## src/rtl/mem_stage.sv

```systemverilog
// Memory-access pipeline stage: passes non-memory results through to mem_wb and runs
// a big-endian req/ack data-bus access for loads and stores, stalling until it completes.
module mem_stage #(
    parameter int unsigned TIMEOUT = 16
) (
    input  logic        clk,
    input  logic        rst,
    input  logic [4:0]  ex_wd,
    input  logic        ex_wreg,
    input  logic [31:0] ex_wdata,
    input  logic [3:0]  ex_memop,
    input  logic [31:0] ex_addr,
    input  logic [31:0] ex_sdata,
    output logic        bus_req,
    output logic        bus_we,
    output logic [31:0] bus_addr,
    output logic [3:0]  bus_sel,
    output logic [31:0] bus_wdata,
    input  logic        bus_ack,
    input  logic [31:0] bus_rdata,
    output logic [4:0]  mem_wd,
    output logic        mem_wreg,
    output logic [31:0] mem_wdata,
    output logic        mem_except,
    output logic        stallreq
);

    localparam int unsigned CW = $clog2(TIMEOUT + 1);

    localparam logic [3:0] OP_LB  = 4'd1;
    localparam logic [3:0] OP_LBU = 4'd2;
    localparam logic [3:0] OP_LH  = 4'd3;
    localparam logic [3:0] OP_LHU = 4'd4;
    localparam logic [3:0] OP_LW  = 4'd5;
    localparam logic [3:0] OP_SB  = 4'd6;
    localparam logic [3:0] OP_SH  = 4'd7;
    localparam logic [3:0] OP_SW  = 4'd8;

    typedef enum logic [1:0] {
        S_IDLE = 2'd0,
        S_BUSY = 2'd1,
        S_DONE = 2'd2
    } state_t;

    state_t          state_q;
    logic [CW-1:0]   cnt_q;
    logic            err_q;
    logic [31:0]     rdata_q;

    logic            is_load_s;
    logic            is_store_s;
    logic            misalign_s;
    logic [3:0]      sel_s;
    logic [31:0]     swdata_s;

    // Big-endian extraction: offset 0 is the most significant lane.
    function automatic logic [31:0] load_extract(input logic [3:0] op,
                                                 input logic [1:0] off,
                                                 input logic [31:0] w);
        logic [7:0]  b;
        logic [15:0] h;
        logic [31:0] r;
        case (off)
            2'd0:    b = w[31:24];
            2'd1:    b = w[23:16];
            2'd2:    b = w[15:8];
            default: b = w[7:0];
        endcase
        h = off[1] ? w[15:0] : w[31:16];
        case (op)
            OP_LB:   r = {{24{b[7]}}, b};
            OP_LBU:  r = {24'd0, b};
            OP_LH:   r = {{16{h[15]}}, h};
            OP_LHU:  r = {16'd0, h};
            OP_LW:   r = w;
            default: r = 32'd0;
        endcase
        return r;
    endfunction

    // Opcode decode, alignment check and store lane steering.
    always_comb begin
        is_load_s  = 1'b0;
        is_store_s = 1'b0;
        misalign_s = 1'b0;
        sel_s      = 4'b1111;
        swdata_s   = 32'd0;
        case (ex_memop)
            OP_LB, OP_LBU: begin
                is_load_s = 1'b1;
            end
            OP_LH, OP_LHU: begin
                is_load_s  = 1'b1;
                misalign_s = ex_addr[0];
            end
            OP_LW: begin
                is_load_s  = 1'b1;
                misalign_s = (ex_addr[1:0] != 2'd0);
            end
            OP_SB: begin
                is_store_s = 1'b1;
                sel_s      = 4'b1000 >> ex_addr[1:0];
                swdata_s   = {4{ex_sdata[7:0]}};
            end
            OP_SH: begin
                is_store_s = 1'b1;
                misalign_s = ex_addr[0];
                sel_s      = ex_addr[1] ? 4'b0011 : 4'b1100;
                swdata_s   = {2{ex_sdata[15:0]}};
            end
            OP_SW: begin
                is_store_s = 1'b1;
                misalign_s = (ex_addr[1:0] != 2'd0);
                swdata_s   = ex_sdata;
            end
            default: begin
                is_load_s = 1'b0;
            end
        endcase
    end

    // Access sequencer: IDLE issues, BUSY waits with timeout, DONE lasts one cycle.
    always_ff @(posedge clk) begin
        if (rst) begin
            state_q <= S_IDLE;
            cnt_q   <= '0;
            err_q   <= 1'b0;
            rdata_q <= 32'd0;
        end else begin
            case (state_q)
                S_IDLE: begin
                    if ((is_load_s || is_store_s) && !misalign_s) begin
                        if (bus_ack) begin
                            rdata_q <= bus_rdata;
                            state_q <= S_DONE;
                        end else begin
                            cnt_q   <= CW'(1);
                            state_q <= S_BUSY;
                        end
                    end else begin
                        state_q <= S_IDLE;
                    end
                end
                S_BUSY: begin
                    if (bus_ack) begin
                        rdata_q <= bus_rdata;
                        state_q <= S_DONE;
                    end else if (cnt_q == CW'(TIMEOUT - 1)) begin
                        err_q   <= 1'b1;
                        state_q <= S_DONE;
                    end else begin
                        cnt_q <= cnt_q + CW'(1);
                    end
                end
                S_DONE: begin
                    state_q <= S_IDLE;
                    err_q   <= 1'b0;
                    cnt_q   <= '0;
                end
                default: begin
                    state_q <= S_IDLE;
                    err_q   <= 1'b0;
                    cnt_q   <= '0;
                end
            endcase
        end
    end

    // Output decode; reset forces every output low, stall cycles emit a bubble.
    always_comb begin
        bus_req    = 1'b0;
        bus_we     = 1'b0;
        bus_addr   = 32'd0;
        bus_sel    = 4'd0;
        bus_wdata  = 32'd0;
        mem_wd     = 5'd0;
        mem_wreg   = 1'b0;
        mem_wdata  = 32'd0;
        mem_except = 1'b0;
        stallreq   = 1'b0;
        if (rst) begin
            stallreq = 1'b0;
        end else begin
            case (state_q)
                S_IDLE: begin
                    if (!(is_load_s || is_store_s)) begin
                        mem_wd    = ex_wd;
                        mem_wreg  = ex_wreg;
                        mem_wdata = ex_wdata;
                    end else if (misalign_s) begin
                        mem_wd     = ex_wd;
                        mem_except = 1'b1;
                    end else begin
                        bus_req   = 1'b1;
                        bus_we    = is_store_s;
                        bus_addr  = {ex_addr[31:2], 2'b00};
                        bus_sel   = sel_s;
                        bus_wdata = swdata_s;
                        stallreq  = 1'b1;
                    end
                end
                S_BUSY: begin
                    bus_req   = 1'b1;
                    bus_we    = is_store_s;
                    bus_addr  = {ex_addr[31:2], 2'b00};
                    bus_sel   = sel_s;
                    bus_wdata = swdata_s;
                    stallreq  = 1'b1;
                end
                S_DONE: begin
                    mem_wd = ex_wd;
                    if (err_q) begin
                        mem_except = 1'b1;
                    end else if (is_load_s) begin
                        mem_wreg  = ex_wreg;
                        mem_wdata = load_extract(ex_memop, ex_addr[1:0], rdata_q);
                    end else begin
                        mem_wreg = 1'b0;
                    end
                end
                default: begin
                    stallreq = 1'b0;
                end
            endcase
        end
    end

endmodule

```

## config.mk

```make
export PLATFORM = sky130hd
export DESIGN_NAME = mem_stage
export DESIGN_NICKNAME = d
export VERILOG_FILES = /design/src/rtl/mem_stage.sv
export SDC_FILE = /design/constraint.sdc
export NUM_CORES = 1
export LEC_CHECK = 0
export CORE_MARGIN = 1.5
export CORE_UTILIZATION = 35
export DETAILED_ROUTE_END_ITERATION = 8
export DONT_BUFFER_PORTS = 1
export MAX_ROUTING_LAYER = met4
export PLACE_DENSITY = 0.52
export REMOVE_ABC_BUFFERS = 1
export SYNTH_ARGS = -nofsm -noshare
export SYNTH_HDL_FRONTEND = slang
export SYNTH_SLANG_ARGS = --single-unit
```

## constraint.sdc

```tcl
create_clock -name clk -period 2.8 [get_ports clk]
set_clock_uncertainty 0.1 [all_clocks]
set_input_delay 0.14 -clock clk [delete_from_list [all_inputs] [get_ports clk]]
set_output_delay 0.14 -clock clk [all_outputs]
set_load 0.02 [all_outputs]
```

==> flow_summary.toml <==
[clock_network]
h-tree-depth = 2
cts_tree = "done"
cts_resized = 0
cts_buffers = 5
cts_sinks = 40
clk_path_buf_depth = 2
path_clk_slew_ns = 0.06
ctsRootBufferMaster = "clkbuf_16"
cts_setup_buffers = 0
clk_latency_ns = 0.28

[placed_design]
place_ws_ns = 0.492
gp_congestion = 0.855
portBuffers = 0
placed_area_um2 = 4580
dpl.hpwl_mm = 10.0

[grt]
gr-usage-all-layers = 0.232
overflow = 0
grt_max_degree = 70
grt_pass1_vias = 4424
antenna_found_initial = 0
grt_pass1_wl_mm = 23.0

[floorplan]
initial_utilization = 0.360
io_pins = 251
fp.dieArea_um2 = 12500
rows = 39
die_x_um = 112
fp.dieH_um = 112
core_area_um2 = 11500

[timing]
hold_viol = 0
setup_viol = 0
slew_headroom = 0.465
fin_crit_sh = 0.937
hold_ws_ns = 0.0762
rsz0062_at_grt = "false"
final-max-slew-violation-count = 0
tightestPinTransition_ns = 0.794
finalCriticalPeriod_ns = 2.62
setup_slack_ns = 0.177
max_freq_mhz = 381

[worst_setup_path]
cp_slowest_stage_delay_ns = 0.64
worst-endpoint-required_ns = 2.56
critPathTopFamily = "simple AND/OR/NAND/NOR gates"
reg2reg_depth = 5
critPathSlowestCell = "or4b_1"
cp-end-kind = "output port"
cp-start-kind = "flop"
path_buf_inv = 1
cp_max_fo = 10
arrival_ns = 2.38
path_cells = "or4b_1 -> a2111oi_4 -> nand3_2 -> o221ai_1 -> buf_4"
crit_type = "reg2out"
worstSetupPathDepth = 5

[detailed_routing]
dr_total_vias = 4592
drt_wl_total_mm = 15.0
drt_pass1_iterations = 5
drtIter0Drc = 367
drc = 0
wire_per_inst_um = 18.6
drtAntennaViolNets = 0
vias_per_cell = 5.71

[power]
p_leak_nw = 2.14
finalPower_mw = 1.80
power_density_nw_per_um2 = 316
ir_drop_uv = 209

[logic_synthesis]
synthArstFlopShare = 0
synth_top_family_by_area = "compound AO/OA/AOI/OAI gates"
synth_area_um2 = 4130
synth_top_area_cell = "dfxtp_1"
synth.distinct_cells = 61
ys_seq_elements = 40
synth_edf_count = 0
ys_warn_count = 0
synth.yosys.seq_area_share = 0.194
syn_inst = 543
synth-compound-area-share = 0.294
synth_simple_gate_area_frac = 0.277
muxShareOfSynthArea = 0.148
synthFlopType = "dfxtp_1"
synth_xor_area_frac = 0.00212
yosys.area.top_type_share = 0.194
synthAdderAreaFrac = 0.00848
synth_area_leaders = "dfxtp_1 19%, mux2i_1 10%, nand2b_1 9.8%"
synth_area_per_cell_um2 = 7.60

[worst_hold_path]
min_path_cells = 2
hp-class = "in2reg"

[run]
max_cap_viol_count = 0

[final_layout]
fin_area_um2 = 5700
final_nets = 804
drive_gt1_frac = 0.145
antennaDiodeCount = 0
syn_to_final_growth_pct = 38.1
utilization = 0.497
fillCellCount = 1117

[outcome]
outcome = "finished clean"
[sequential cells by signal, indices dropped and copies added, names as in the netlist]
| register | cells |
|---|---|
| cnt_q | 5 |
| err_q | 1 |
| rdata_q | 32 |
| state_q | 2 |
[kinds of logic (layout without fill, tap and decap cells)]
| logic type | count (synthesis) | count (layout) |
|---|---|---|
| buffers and inverters | 69 | 186 |
| XOR/XNOR | 1 | 1 |
| flip-flops | 40 | 40 |
| other | 1 | 2 |
| multiplexers | 53 | 53 |
| AO/OA/AOI/OAI | 169 | 169 |
| AND/OR/NAND/NOR | 207 | 207 |
| adder cells (fa/ha/maj) | 3 | 3 |
[worst register-to-register path: cells and delay by family, from the launching register on]
family                 cells  cell delay, ns
buffers and inverters      3            1.34
DFF                        1            0.54
muxes                      1            0.29
AOI/OAI and AO/OA          1            0.24
[layout make-up]
class                           count  area, um2  share of cell area
Sequential cell                    40        801               0.140
Multi-Input combinational cell    435       3050               0.534
Timing Repair Buffer              166       1490               0.262
Clock buffer                        5        125              0.0219
Clock inverter                      2       12.5             0.00219
Tap cell                          143        179              0.0314
Inverter                           13       48.8             0.00856
[cells in the mapped netlist (all sizes together), types with 3 or more instances]
| library cell | count |
|---|---|
| nor3b | 6 |
| o221ai | 6 |
| a32oi | 8 |
| o21ai | 32 |
| clkbuf | 33 |
| mux2i | 43 |
| a221oi | 3 |
| a211oi | 5 |
| mux2 | 4 |
| nor2 | 11 |
| buf | 23 |
| and2 | 33 |
| nand2b | 65 |
| a31oi | 8 |
| a22o | 8 |
| nand3 | 5 |
| mux4 | 6 |
| inv | 13 |
| and3 | 4 |
| nor3 | 3 |
| nand2 | 65 |
| a21oi | 41 |
| dfxtp | 40 |
| o2bb2ai | 17 |
| a22oi | 6 |
| o21a | 4 |
| a2bb2oi | 16 |
| or4 | 3 |
| a21boi | 4 |
[where the power goes]
| part | internal (mW) | total, mW | switching (mW) |
|---|---|---|---|
| combinational | 0.287 | 0.599 | 0.311 |
| sequential | 0.601 | 0.636 | 0.0345 |
| clock | 0.324 | 0.567 | 0.243 |
| total | 1.21 | 1.80 | 0.589 |
[timing repair]
item                                    CTS  global route
hold endpoints to repair                 35             0
hold buffers                             98             0
endpoints found under the setup margin    0             0
[metrics by stage]
step | std cells | setup TNS, ns
2_1_floorplan | 488 | -17.13
3_3_place_gp | 699 | 0
3_5_place_dp | 699 | 0
4_1_cts | 804 | 0
5_1_grt | 804 | 0
6_report | 804 | 0
[per-layer routing]
metal	up-vias	GRT usage	share of wire
met4	0	0.0616	0.014
met1	2190	0.303	0.45
met5	-	-	0
met3	13	0.0430	0.063
li1	2190	-	-
met2	199	0.369	0.48
[cells in the final DEF (no fill, tap or decap), drive strengths merged, types with 8 or more instances in the layout]
cell          n
nor2         11
o21ai        32
mux2i        43
a32oi         8
inv          13
nand2b       65
a21oi        41
dlygate4sd3  98
buf          68
dfxtp        40
a22o          8
a31oi         8
a2bb2oi      16
o2bb2ai      17
nand2        65
and2         33
[worst paths after layout]
check | from | to | slack (ns)
worst min-delay path | rst | cnt_q[0] | 0.08
worst max-delay path | state_q[0] | mem_wdata[5] | 0.18
worst min register to register | cnt_q[3] | cnt_q[3] | 0.38
worst max register to register | state_q[0] | rdata_q[26] | 0.24
(Power assumes the default switching activity.)
